<file path="src/rtl/m_cycle_sequencer.sv">
// m_cycle_pkg: the M-cycle types the decoder understands. M_FETCH and
// M_FETCH_CB are no-ops for the decoder; the fetch path handles their PC
// increment.
//
// m_cycle_sequencer: upstream stage of the CPU controller decoder. It holds
// the instruction register, walks the per-opcode list of M-cycle types (one
// per enabled cycle), evaluates branch conditions, and owns IME, interrupt
// entry and HALT.
//
// Ports:
//   clk        system clock
//   reset_n    synchronous active-low reset (ce ignored)
//   ce         M-cycle enable; state advances only when ce=1
//   mem_rdata  bus read data, sampled in M_FETCH / M_FETCH_CB
//   flag_z     Z flag for condition evaluation
//   flag_c     C flag for condition evaluation
//   int_req    an enabled interrupt is pending
//   op         current opcode
//   op_prefix  CB-prefixed opcode byte
//   m_cycle    current M-cycle type
//   interrupt  high for the whole interrupt-entry sequence
//   int_ack    one-ce pulse during the PC_WRITE of interrupt entry
//   ime        interrupt master enable
//   halted     CPU is in HALT
package m_cycle_pkg;
  typedef enum logic [4:0] {
    M_FETCH, M_FETCH_CB, M_IDLE, M_REG_COPY, M_MEM_READ, M_MEM_WRITE,
    M_ROM_READ, M_REG_WRITE, M_ALU_CALC, M_ADDER16_CALC, M_REG16_WRITE,
    M_STORE_SPL, M_STORE_SPH, M_PUSH1, M_PUSH2, M_SP_INC, M_POP1, M_POP2,
    M_PC_WRITE, M_PUSH_PCH, M_PUSH_PCL, M_RST_ADDR_COPY, M_SHIFT, M_DAA,
    M_BITALU_CALC
  } m_cycle_type;
endpackage

module m_cycle_sequencer
  import m_cycle_pkg::*;
#(
  parameter logic [7:0]  RESET_OP = 8'h00,
  parameter int unsigned EI_DELAY = 1
) (
  input  logic        clk,
  input  logic        reset_n,
  input  logic        ce,
  input  logic [7:0]  mem_rdata,
  input  logic        flag_z,
  input  logic        flag_c,
  input  logic        int_req,
  output logic [7:0]  op,
  output logic [7:0]  op_prefix,
  output m_cycle_type m_cycle,
  output logic        interrupt,
  output logic        int_ack,
  output logic        ime,
  output logic        halted
);

  localparam int unsigned CW = (EI_DELAY < 2) ? 1 : $clog2(EI_DELAY + 1);
  localparam logic [CW-1:0] EI_LOAD = CW'(EI_DELAY);

  // Step idx (0 = first step after M_FETCH) of the sequence for opcode o;
  // M_FETCH means the sequence has ended. p_hi/p_lo are the CB byte fields.
  function automatic m_cycle_type seq_step(input logic [7:0] o, input logic [1:0] p_hi,
                                           input logic [2:0] p_lo, input logic [2:0] idx);
    m_cycle_type s [5];
    m_cycle_type cb_last;
    s = '{default: M_FETCH};
    cb_last = (p_hi == 2'b00) ? M_SHIFT : M_BITALU_CALC;
    if (o == 8'hCB) begin
      s[0] = M_FETCH_CB;
      if (p_lo == 3'b110) begin s[1] = M_MEM_READ; s[2] = cb_last; end
      else s[1] = cb_last;
    end else begin
      case (o[7:6])
        2'b01: if (o != 8'h76) begin
          if (o[5:3] == 3'b110) s[0] = M_MEM_WRITE;
          else if (o[2:0] == 3'b110) begin s[0] = M_MEM_READ; s[1] = M_REG_COPY; end
          else s[0] = M_REG_COPY;
        end
        2'b10: if (o[2:0] == 3'b110) begin s[0] = M_MEM_READ; s[1] = M_ALU_CALC; end
               else s[0] = M_ALU_CALC;
        2'b00: case (o[2:0])
          3'b000: case (o[5:3])
            3'b001: begin s[0] = M_ROM_READ; s[1] = M_ROM_READ; s[2] = M_STORE_SPL; s[3] = M_STORE_SPH; end
            3'b011, 3'b100, 3'b101, 3'b110, 3'b111: begin s[0] = M_ROM_READ; s[1] = M_PC_WRITE; end
            default: ;
          endcase
          3'b001: if (!o[3]) begin s[0] = M_ROM_READ; s[1] = M_ROM_READ; s[2] = M_REG16_WRITE; end
                  else s[0] = M_ADDER16_CALC;
          3'b011: s[0] = M_ADDER16_CALC;
          3'b100, 3'b101: if (o[5:3] == 3'b110) begin s[0] = M_MEM_READ; s[1] = M_MEM_WRITE; end
                          else s[0] = M_REG_WRITE;
          3'b110: if (o[5:3] != 3'b110) begin s[0] = M_ROM_READ; s[1] = M_REG_WRITE; end
          3'b111: case (o[5:3])
            3'b100:  s[0] = M_DAA;
            3'b101:  s[0] = M_REG_WRITE;
            3'b110, 3'b111: s[0] = M_BITALU_CALC;
            default: s[0] = M_SHIFT;
          endcase
          default: ;
        endcase
        default: case (o[2:0])
          3'b000: if (!o[5]) begin s[0] = M_IDLE; s[1] = M_POP1; s[2] = M_POP2; s[3] = M_SP_INC; end
                  else if (o[3]) begin s[0] = M_ROM_READ; s[1] = M_ADDER16_CALC; end
          3'b001: if (!o[3] || !o[5]) begin
                    s[0] = M_POP1; s[1] = M_POP2; s[2] = o[3] ? M_SP_INC : M_REG16_WRITE;
                  end else if (!o[4]) s[0] = M_PC_WRITE;
          3'b010, 3'b011: if ((o[2:0] == 3'b010 && !o[5]) || o == 8'hC3) begin
                            s[0] = M_ROM_READ; s[1] = M_ROM_READ; s[2] = M_PC_WRITE;
                          end
          3'b100, 3'b101: if ((o[2:0] == 3'b100 && !o[5]) || o == 8'hCD) begin
                            s[0] = M_ROM_READ; s[1] = M_ROM_READ; s[2] = M_PUSH_PCH;
                            s[3] = M_PUSH_PCL; s[4] = M_PC_WRITE;
                          end else if (o[2:0] == 3'b101 && !o[3]) begin
                            s[0] = M_PUSH1; s[1] = M_PUSH2; s[2] = M_SP_INC;
                          end
          3'b110: begin s[0] = M_ROM_READ; s[1] = M_ALU_CALC; end
          default: begin s[0] = M_RST_ADDR_COPY; s[1] = M_PUSH_PCH; s[2] = M_PUSH_PCL; s[3] = M_PC_WRITE; end
        endcase
      endcase
    end
    return (idx <= 3'd4) ? s[idx] : M_FETCH;
  endfunction

  m_cycle_type   m_cycle_q, m_cycle_d, nxt;
  logic [7:0]    op_q, op_d, op_prefix_q, op_prefix_d, cur_op, cur_pre;
  logic [2:0]    step_q, step_d, next_idx;
  logic          interrupt_q, interrupt_d, int_ack_q, int_ack_d;
  logic          ime_q, ime_d, halted_q, halted_d;
  logic [CW-1:0] ei_cnt_q, ei_cnt_d, ei_cnt_eff;
  logic          ime_eff, cond_here, cond_true, boundary;

  always_comb begin
    m_cycle_d = m_cycle_q;  op_d = op_q;  op_prefix_d = op_prefix_q;
    step_d = step_q;  interrupt_d = interrupt_q;  int_ack_d = int_ack_q;
    ime_d = ime_q;  halted_d = halted_q;  ei_cnt_d = ei_cnt_q;

    // In M_FETCH the opcode being completed is still on the bus, not in op_q.
    cur_op   = (m_cycle_q == M_FETCH)    ? mem_rdata : op_q;
    cur_pre  = (m_cycle_q == M_FETCH_CB) ? mem_rdata : op_prefix_q;
    next_idx = (m_cycle_q == M_FETCH)    ? 3'd0 : step_q + 3'd1;
    nxt      = seq_step(cur_op, cur_pre[7:6], cur_pre[2:0], next_idx);

    // Condition point: the ROM_READ/IDLE step after which the flags decide.
    cond_here = (m_cycle_q != M_FETCH) && (
                ((op_q[7:5] == 3'b001 || op_q[7:5] == 3'b110) && op_q[2:0] == 3'b000 && step_q == 3'd0) ||
                (op_q[7:5] == 3'b110 && (op_q[2:0] == 3'b010 || op_q[2:0] == 3'b100) && step_q == 3'd1));
    case (op_q[4:3])
      2'b00:   cond_true = !flag_z;
      2'b01:   cond_true = flag_z;
      2'b10:   cond_true = !flag_c;
      default: cond_true = flag_c;
    endcase
    boundary = (nxt == M_FETCH) || (cond_here && !cond_true);

    // IME as it stands at this boundary: an expiring EI countdown first, then
    // the completing instruction's own effect. The interrupt check uses it.
    ime_eff    = ime_q;
    ei_cnt_eff = ei_cnt_q;
    if (ei_cnt_q != '0) begin
      ei_cnt_eff = ei_cnt_q - CW'(1);
      if (ei_cnt_q == CW'(1)) ime_eff = 1'b1;
    end
    if (cur_op == 8'hF3) begin
      ime_eff = 1'b0;  ei_cnt_eff = '0;
    end else if (cur_op == 8'hD9) begin
      ime_eff = 1'b1;  ei_cnt_eff = '0;
    end else if (cur_op == 8'hFB) begin
      ei_cnt_eff = EI_LOAD;
      if (EI_DELAY == 0) ime_eff = 1'b1;
    end

    if (ce) begin
      int_ack_d = 1'b0;
      if (halted_q) begin
        if (int_req) begin
          halted_d = 1'b0;
          if (ime_q) begin
            m_cycle_d = M_IDLE;  interrupt_d = 1'b1;  ime_d = 1'b0;
          end else m_cycle_d = M_FETCH;
        end
      end else if (interrupt_q) begin
        case (m_cycle_q)
          M_IDLE:     m_cycle_d = M_PUSH_PCH;
          M_PUSH_PCH: m_cycle_d = M_PUSH_PCL;
          M_PUSH_PCL: begin m_cycle_d = M_PC_WRITE; int_ack_d = 1'b1; end
          default:    begin m_cycle_d = M_FETCH; interrupt_d = 1'b0; end
        endcase
      end else begin
        if (m_cycle_q == M_FETCH)    op_d = mem_rdata;
        if (m_cycle_q == M_FETCH_CB) op_prefix_d = mem_rdata;
        if (!boundary) begin
          m_cycle_d = nxt;  step_d = next_idx;
        end else begin
          step_d = 3'd0;  ime_d = ime_eff;  ei_cnt_d = ei_cnt_eff;
          // HALT always parks first; a pending request releases it next ce.
          if (cur_op == 8'h76) begin
            halted_d = 1'b1;  m_cycle_d = M_IDLE;
          end else if (ime_eff && int_req) begin
            m_cycle_d = M_IDLE;  interrupt_d = 1'b1;  ime_d = 1'b0;
          end else m_cycle_d = M_FETCH;
        end
      end
    end
  end

  always_ff @(posedge clk) begin
    if (!reset_n) begin
      m_cycle_q <= M_FETCH;  op_q <= RESET_OP;  op_prefix_q <= RESET_OP;
      step_q <= 3'd0;  interrupt_q <= 1'b0;  int_ack_q <= 1'b0;
      ime_q <= 1'b0;  halted_q <= 1'b0;  ei_cnt_q <= '0;
    end else begin
      m_cycle_q <= m_cycle_d;  op_q <= op_d;  op_prefix_q <= op_prefix_d;
      step_q <= step_d;  interrupt_q <= interrupt_d;  int_ack_q <= int_ack_d;
      ime_q <= ime_d;  halted_q <= halted_d;  ei_cnt_q <= ei_cnt_d;
    end
  end

  assign op = op_q;
  assign op_prefix = op_prefix_q;
  assign m_cycle = m_cycle_q;
  assign interrupt = interrupt_q;
  assign int_ack = int_ack_q;
  assign ime = ime_q;
  assign halted = halted_q;

endmodule

</file>
<file path="config.mk">
export PLATFORM = sky130hd
export DESIGN_NAME = m_cycle_sequencer
export DESIGN_NICKNAME = d
export VERILOG_FILES = /design/src/rtl/m_cycle_sequencer.sv
export SDC_FILE = /design/constraint.sdc
export NUM_CORES = 1
export LEC_CHECK = 0
export BUFFER_PORTS_ARGS = -buffer_cell sky130_fd_sc_hd__clkbuf_2
export CORE_ASPECT_RATIO = 1.4
export CORE_MARGIN = 2
export CORE_UTILIZATION = 40
export CTS_BUF_LIST = sky130_fd_sc_hd__clkbuf_8
export DETAILED_ROUTE_END_ITERATION = 12
export GPL_ROUTABILITY_DRIVEN = 0
export PLACE_DENSITY = 0.55
export SYNTH_ARGS = -nofsm -noshare
export SYNTH_HDL_FRONTEND = slang
export SYNTH_SLANG_ARGS = --single-unit
</file>
<file path="constraint.sdc">
create_clock -name clk -period 3.8 [get_ports clk]
set_input_delay 0.57 -clock clk [delete_from_list [all_inputs] [get_ports clk]]
set_output_delay 0.57 -clock clk [all_outputs]
set_load 0.01 [all_outputs]
</file>
==> results.json, run 1 <==
{
  "outcome": "complete, no violations",
  "endpoint_kind": "flip-flop",
  "criticalPathCategory": "reg2reg",
  "diodes": 0,
  "internal-power_mw": 1.41,
  "yosys-top-cells-count": "nand2_1, nor2_1, a21oi_1",
  "power.net_switching_mw": 1.86,
  "die_h_um": 118,
  "h-tree-depth": 2,
  "dr.first_iter.drc_count": 719,
  "finalSetupViolCount": 0,
  "fmax_ghz": 0.274,
  "synth_most_common_cell": "nand2_1",
  "period_share": 0.961,
  "tightest_slew_ns": 0.841,
  "fin_crit_ns": 3.65,
  "vias_per_cell": 6.75,
  "placed_area_mm2": 0.00402,
  "drc": 0,
  "yosysTopAreaCellShare": 0.157,
  "cp_max_fo": 26,
  "grt_pass1_vias": 4207,
  "crit_buf_inv": 1,
  "avgSynthCellArea_um2": 6.86,
  "fin_nets": 577,
  "cts_tree": "built",
  "wl_per_cell_um": 21.4,
  "comb_power_share": 0.770,
  "instances_no_fill": 667,
  "dp.cells": 660,
  "synthFlopType": "dfxtp_1",
  "start_util": 0.411,
  "cap_violations": 0,
  "cts_hold_buf": 0,
  "cts_made_buffers": 5,
  "relSlewSlack": 0.439,
  "port_buffers": 38,
  "die_w_um": 85.2,
  "ioPinCount": 39,
  "ir_drop_mv": 0.454,
  "grt_first_pass_wirelength_um": 22800,
  "cp_top_family": "compound AO/OA/AOI/OAI gates",
  "syn_to_final_growth_pct": 11.3,
  "synth-edff-count": 0,
  "stdcell_area_mm2": 0.00411,
  "critPathMaxStageDelay_ns": 0.68,
  "cp.arrival_ns": 3.83,
  "start_kind": "flip-flop",
  "drive_above_1_share": 0.186,
  "ys_types": 82,
  "power_mw": 3.26,
  "coreArea_mm2": 0.00898,
  "synth_area_leaders": "dfxtp_1, nand2_1, nor2_1, a21oi_1, o21ai_0",
  "ant_nets": 0,
  "ys_ff_latch": 29,
  "dieArea_mm2": 0.0100,
  "power-per-cell-area_mw_per_mm2": 794,
  "ctsResizeCount": 0,
  "grt_max_degree": 33,
  "dp_hpwl_um": 10800,
  "insertion_delay_ns": 0.30,
  "yosysWarnings": 0,
  "hp-class": "reg2reg",
  "antenna_found_initial": 0,
  "yosysTopAreaCell": "dfxtp_1",
  "n_fill_cell": 936,
  "globalRouteOverflowTotal": 0,
  "netlist_instances": 538,
  "route.vias.total": 4501,
  "fin_skew_ns": 0.00747,
  "async_flop_share": 0,
  "clock_power_share": 0.079,
  "path_cells": "or3_4, nor2_2, buf_12, a211oi_1, a31o_2, a311oi_1, nor4_1, a21oi_1, nand3_1, a211o_1",
  "tns_ns": 0,
  "path_clk_slew_ns": 0.06,
  "cts_max_path_buffers": 2,
  "finalHoldViolCount": 0,
  "dr.pass1.iters": 8,
  "fin_util": 0.457,
  "clock-root-buffer": "clkbuf_8",
  "ys_seq_area_frac": 0.157,
  "grt.total_usage": 0.285,
  "post_cts_buffers": 0,
  "netlist_area_mm2": 0.00369,
  "slowest_stage": "a311oi_1",
  "rows": 41,
  "netSwitchingFraction": 0.569,
  "rsz0062_at_grt": "false",
  "syn_nets": 555,
  "power_leakage_nw": 1.57,
  "drt_wl_total_um": 14300,
  "clock-sinks": 29,
  "power_frac_seq": 0.151,
  "slew_violations": 0,
  "crit_required_ns": 3.98
}
## worst min-delay path, cell delays in order, from the launching register on
cell and delay [ns]:
dfxtp_1 0.31, nand2_1 0.06, a21oi_1 0.05
## path summary, 6_finish.rpt
kind,start,depth (start not counted),slack [ns],endpoint
max reg2reg,m_cycle[4],10,0.15,ime
min reg2reg,int_ack,2,0.47,int_ack
min,int_ack,2,0.47,int_ack
max,m_cycle[4],10,0.15,ime
## per-stage QoR
stage	setup slack [ns]	hold slack, ns
2_1_floorplan	0.817	0.451
3_3_place_gp	0.426	0.454
3_5_place_dp	0.379	0.465
4_1_cts	0.504	0.474
5_1_grt	0.129	0.499
6_report	0.149	0.468
## placed cells by master (no fill, tap or decap), types with 9 or more instances in the layout
cell	n
nand3b_1	9
inv_1	13
a31oi_1	15
dfxtp_1	29
and3_1	9
nand2_1	59
mux2i_1	10
nor3_1	11
a21oi_1	36
clkbuf_2	38
nand2b_1	12
o211ai_1	11
nand3_1	22
o21ai_0	32
nor2_1	52
buf_4	25
## cell type report
cell class                 count  area (µm²)  area share
multi-input combinational    446        2840       0.691
inverter                      13        48.8      0.0119
tap                          107         134      0.0326
timing repair buffer          65         418       0.102
sequential                    29         581       0.141
clock inverter                 1        3.75    0.000914
clock buffer                   6        82.6      0.0201
## sequential cells by signal, summed over array words and instances, names as in the netlist
register and count:
interrupt 1, op 8, ei_cnt_q 1, m_cycle 5, ime 1, step_q 3, halted 1, op_prefix 8
int_ack 1
## kinds of logic after synthesis
logic type / after synthesis / share of synthesized area
and+or+nand+nor: 239 / 0.353
AOI/OAI and AO/OA: 185 / 0.354
buffers and inverters: 63 / 0.0742
DFF: 29 / 0.157
muxes: 14 / 0.0393
xor gates and xnor gates: 5 / 0.0119
adders and majority gates: 3 / 0.0102
## routing by layer
| layer | share of wire | global-route usage | wire length [µm] | vias to the layer above |
|---|---|---|---|---|
| met3 | 0.085 | 0.0526 | 1220 | 99 |
| met5 | 0 | 0 | 0 | - |
| li1 | - | - | - | 2069 |
| met1 | 0.39 | 0.350 | 5600 | 2022 |
| met4 | 0.072 | 0.180 | 1030 | 0 |
| met2 | 0.45 | 0.450 | 6450 | 311 |
## power by group through the flow
stage / Combinational (mW) / Clock (mW) / Sequential [mW]
2_1_floorplan: 1.70 / 0 / 0.460
3_3_place_gp: 2.43 / 0 / 0.497
3_5_place_dp: 2.40 / 0 / 0.498
4_1_cts: 2.41 / 0.265 / 0.490
5_1_grt: 2.67 / 0.276 / 0.505
6_report: 2.51 / 0.257 / 0.494
(Power assumes the default switching activity.)
==> run 2: changes to the inputs <==
Settings changed: BUFFER_PORTS_ARGS -buffer_cell sky130_fd_sc_hd__clkbuf_2 to -buffer_cell sky130_fd_sc_hd__buf_2, SLEW_MARGIN from default to 20.
==> results.json, run 2 (synthesized netlist as in run 1, its figures left out) <==
{
  "die_h_um": 118,
  "diodes": 0,
  "grt_first_pass_wirelength_um": 22300,
  "cp_max_fo": 23,
  "path_clk_slew_ns": 0.07,
  "globalRouteOverflowTotal": 0,
  "cts_hold_buf": 0,
  "instances_no_fill": 664,
  "power-per-cell-area_mw_per_mm2": 797,
  "fin_crit_ns": 3.36,
  "dieArea_mm2": 0.0100,
  "finalHoldViolCount": 0,
  "crit_path_start": "op[2]",
  "route.vias.total": 4506,
  "cp.arrival_ns": 3.53,
  "layout_common_cells": "nand2_1, nor2_1, buf_2",
  "relSlewSlack": 0.470,
  "power_leakage_nw": 1.57,
  "wl_per_cell_um": 21.5,
  "fin_nets": 573,
  "vias_per_cell": 6.79,
  "hold_start": "int_ack",
  "grt.total_usage": 0.277,
  "hp-class": "reg2reg",
  "rsz0062_at_grt": "false",
  "rr_startpoint": "op[2]",
  "start_kind": "flip-flop",
  "ir_drop_mv": 0.392,
  "fin_skew_ns": 0.00777,
  "insertion_delay_ns": 0.29,
  "fmax_ghz": 0.297,
  "cts_max_path_buffers": 2,
  "clock-sinks": 29,
  "dp_hpwl_um": 10900,
  "cts_tree": "built",
  "grt_pass1_vias": 4170,
  "dr.pass1.iters": 6,
  "syn_to_final_growth_pct": 9.59,
  "tightest_slew_ns": 0.776,
  "post_cts_buffers": 0,
  "drc": 0,
  "start_util": 0.411,
  "coreArea_mm2": 0.00898,
  "dr.first_iter.drc_count": 600,
  "cts_made_buffers": 5,
  "period_share": 0.885,
  "port_buffers": 38,
  "n_fill_cell": 965,
  "antenna_found_initial": 0,
  "tns_ns": 0,
  "crit_required_ns": 3.97,
  "die_w_um": 85.2,
  "cap_violations": 0,
  "fin_util": 0.451,
  "drive_above_1_share": 0.178,
  "slew_violations": 0,
  "h-tree-depth": 2,
  "outcome": "complete, no violations",
  "endpoint_kind": "flip-flop",
  "layout_commonest_cell": "nand2_1",
  "finalSetupViolCount": 0,
  "ant_nets": 0,
  "rows": 41,
  "ioPinCount": 39,
  "clock-root-buffer": "clkbuf_8",
  "grt_max_degree": 33,
  "power_mw": 3.23,
  "ctsResizeCount": 0,
  "drt_wl_total_um": 14300,
  "criticalPathCategory": "reg2reg",
  "dp.cells": 656
}
[run 2: area by class of cell]
cell class	instances	area (µm²)	share of cell area
repair buffers	61	363	0.0897
clock buffers	5	68.8	0.0170
clock inverters	3	11.3	0.00278
flip-flops and latches	29	581	0.144
multi-input cells	446	2840	0.702
inverters	13	48.8	0.0121
well taps	107	134	0.0331
[run 2: path summary, 6_finish.rpt]
kind | slack (ns) | cells after the start | endpoint
setup / recovery | 0.44 | 9 | ime
hold / removal | 0.47 | 2 | int_ack
setup reg to reg | 0.44 | 9 | ime
hold reg to reg | 0.47 | 2 | int_ack
[run 2: worst max-delay path, cell delays in order, from the launching register on]
cell and delay [ns]:
dfxtp_1 0.56, or4b_4 0.68, a2111oi_4 0.36, o221ai_1 0.21, o21ai_0 0.20, a31oi_1 0.06
nor4_1 0.54, a21oi_1 0.16, and4_1 0.20, a211o_1 0.26
[run 2: through the flow]
step	worst slack, ns	area [µm²]	hold slack [ns]
4_1_cts	0.524	4050	0.467
2_1_floorplan	0.817	3690	0.451
3_5_place_dp	0.325	3970	0.458
6_report	0.438	4050	0.467
3_3_place_gp	0.395	3970	0.453
5_1_grt	0.305	4050	0.483
[run 2: report_power, final]
group	total (mW)	internal, mW	switching (mW)	leakage (nW)
combinational	2.48	0.872	1.60	1.28
sequential	0.510	0.367	0.143	0.236
clock	0.239	0.122	0.117	0.0519
[run 2: metal layers]
| layer | global-route usage | wire [µm] | part of all wire |
|---|---|---|---|
| met5 | 0 | 0 | 0 |
| met4 | 0.163 | 854 | 0.060 |
| met3 | 0.0316 | 1080 | 0.075 |
| met2 | 0.441 | 6610 | 0.46 |
| met1 | 0.354 | 5730 | 0.40 |
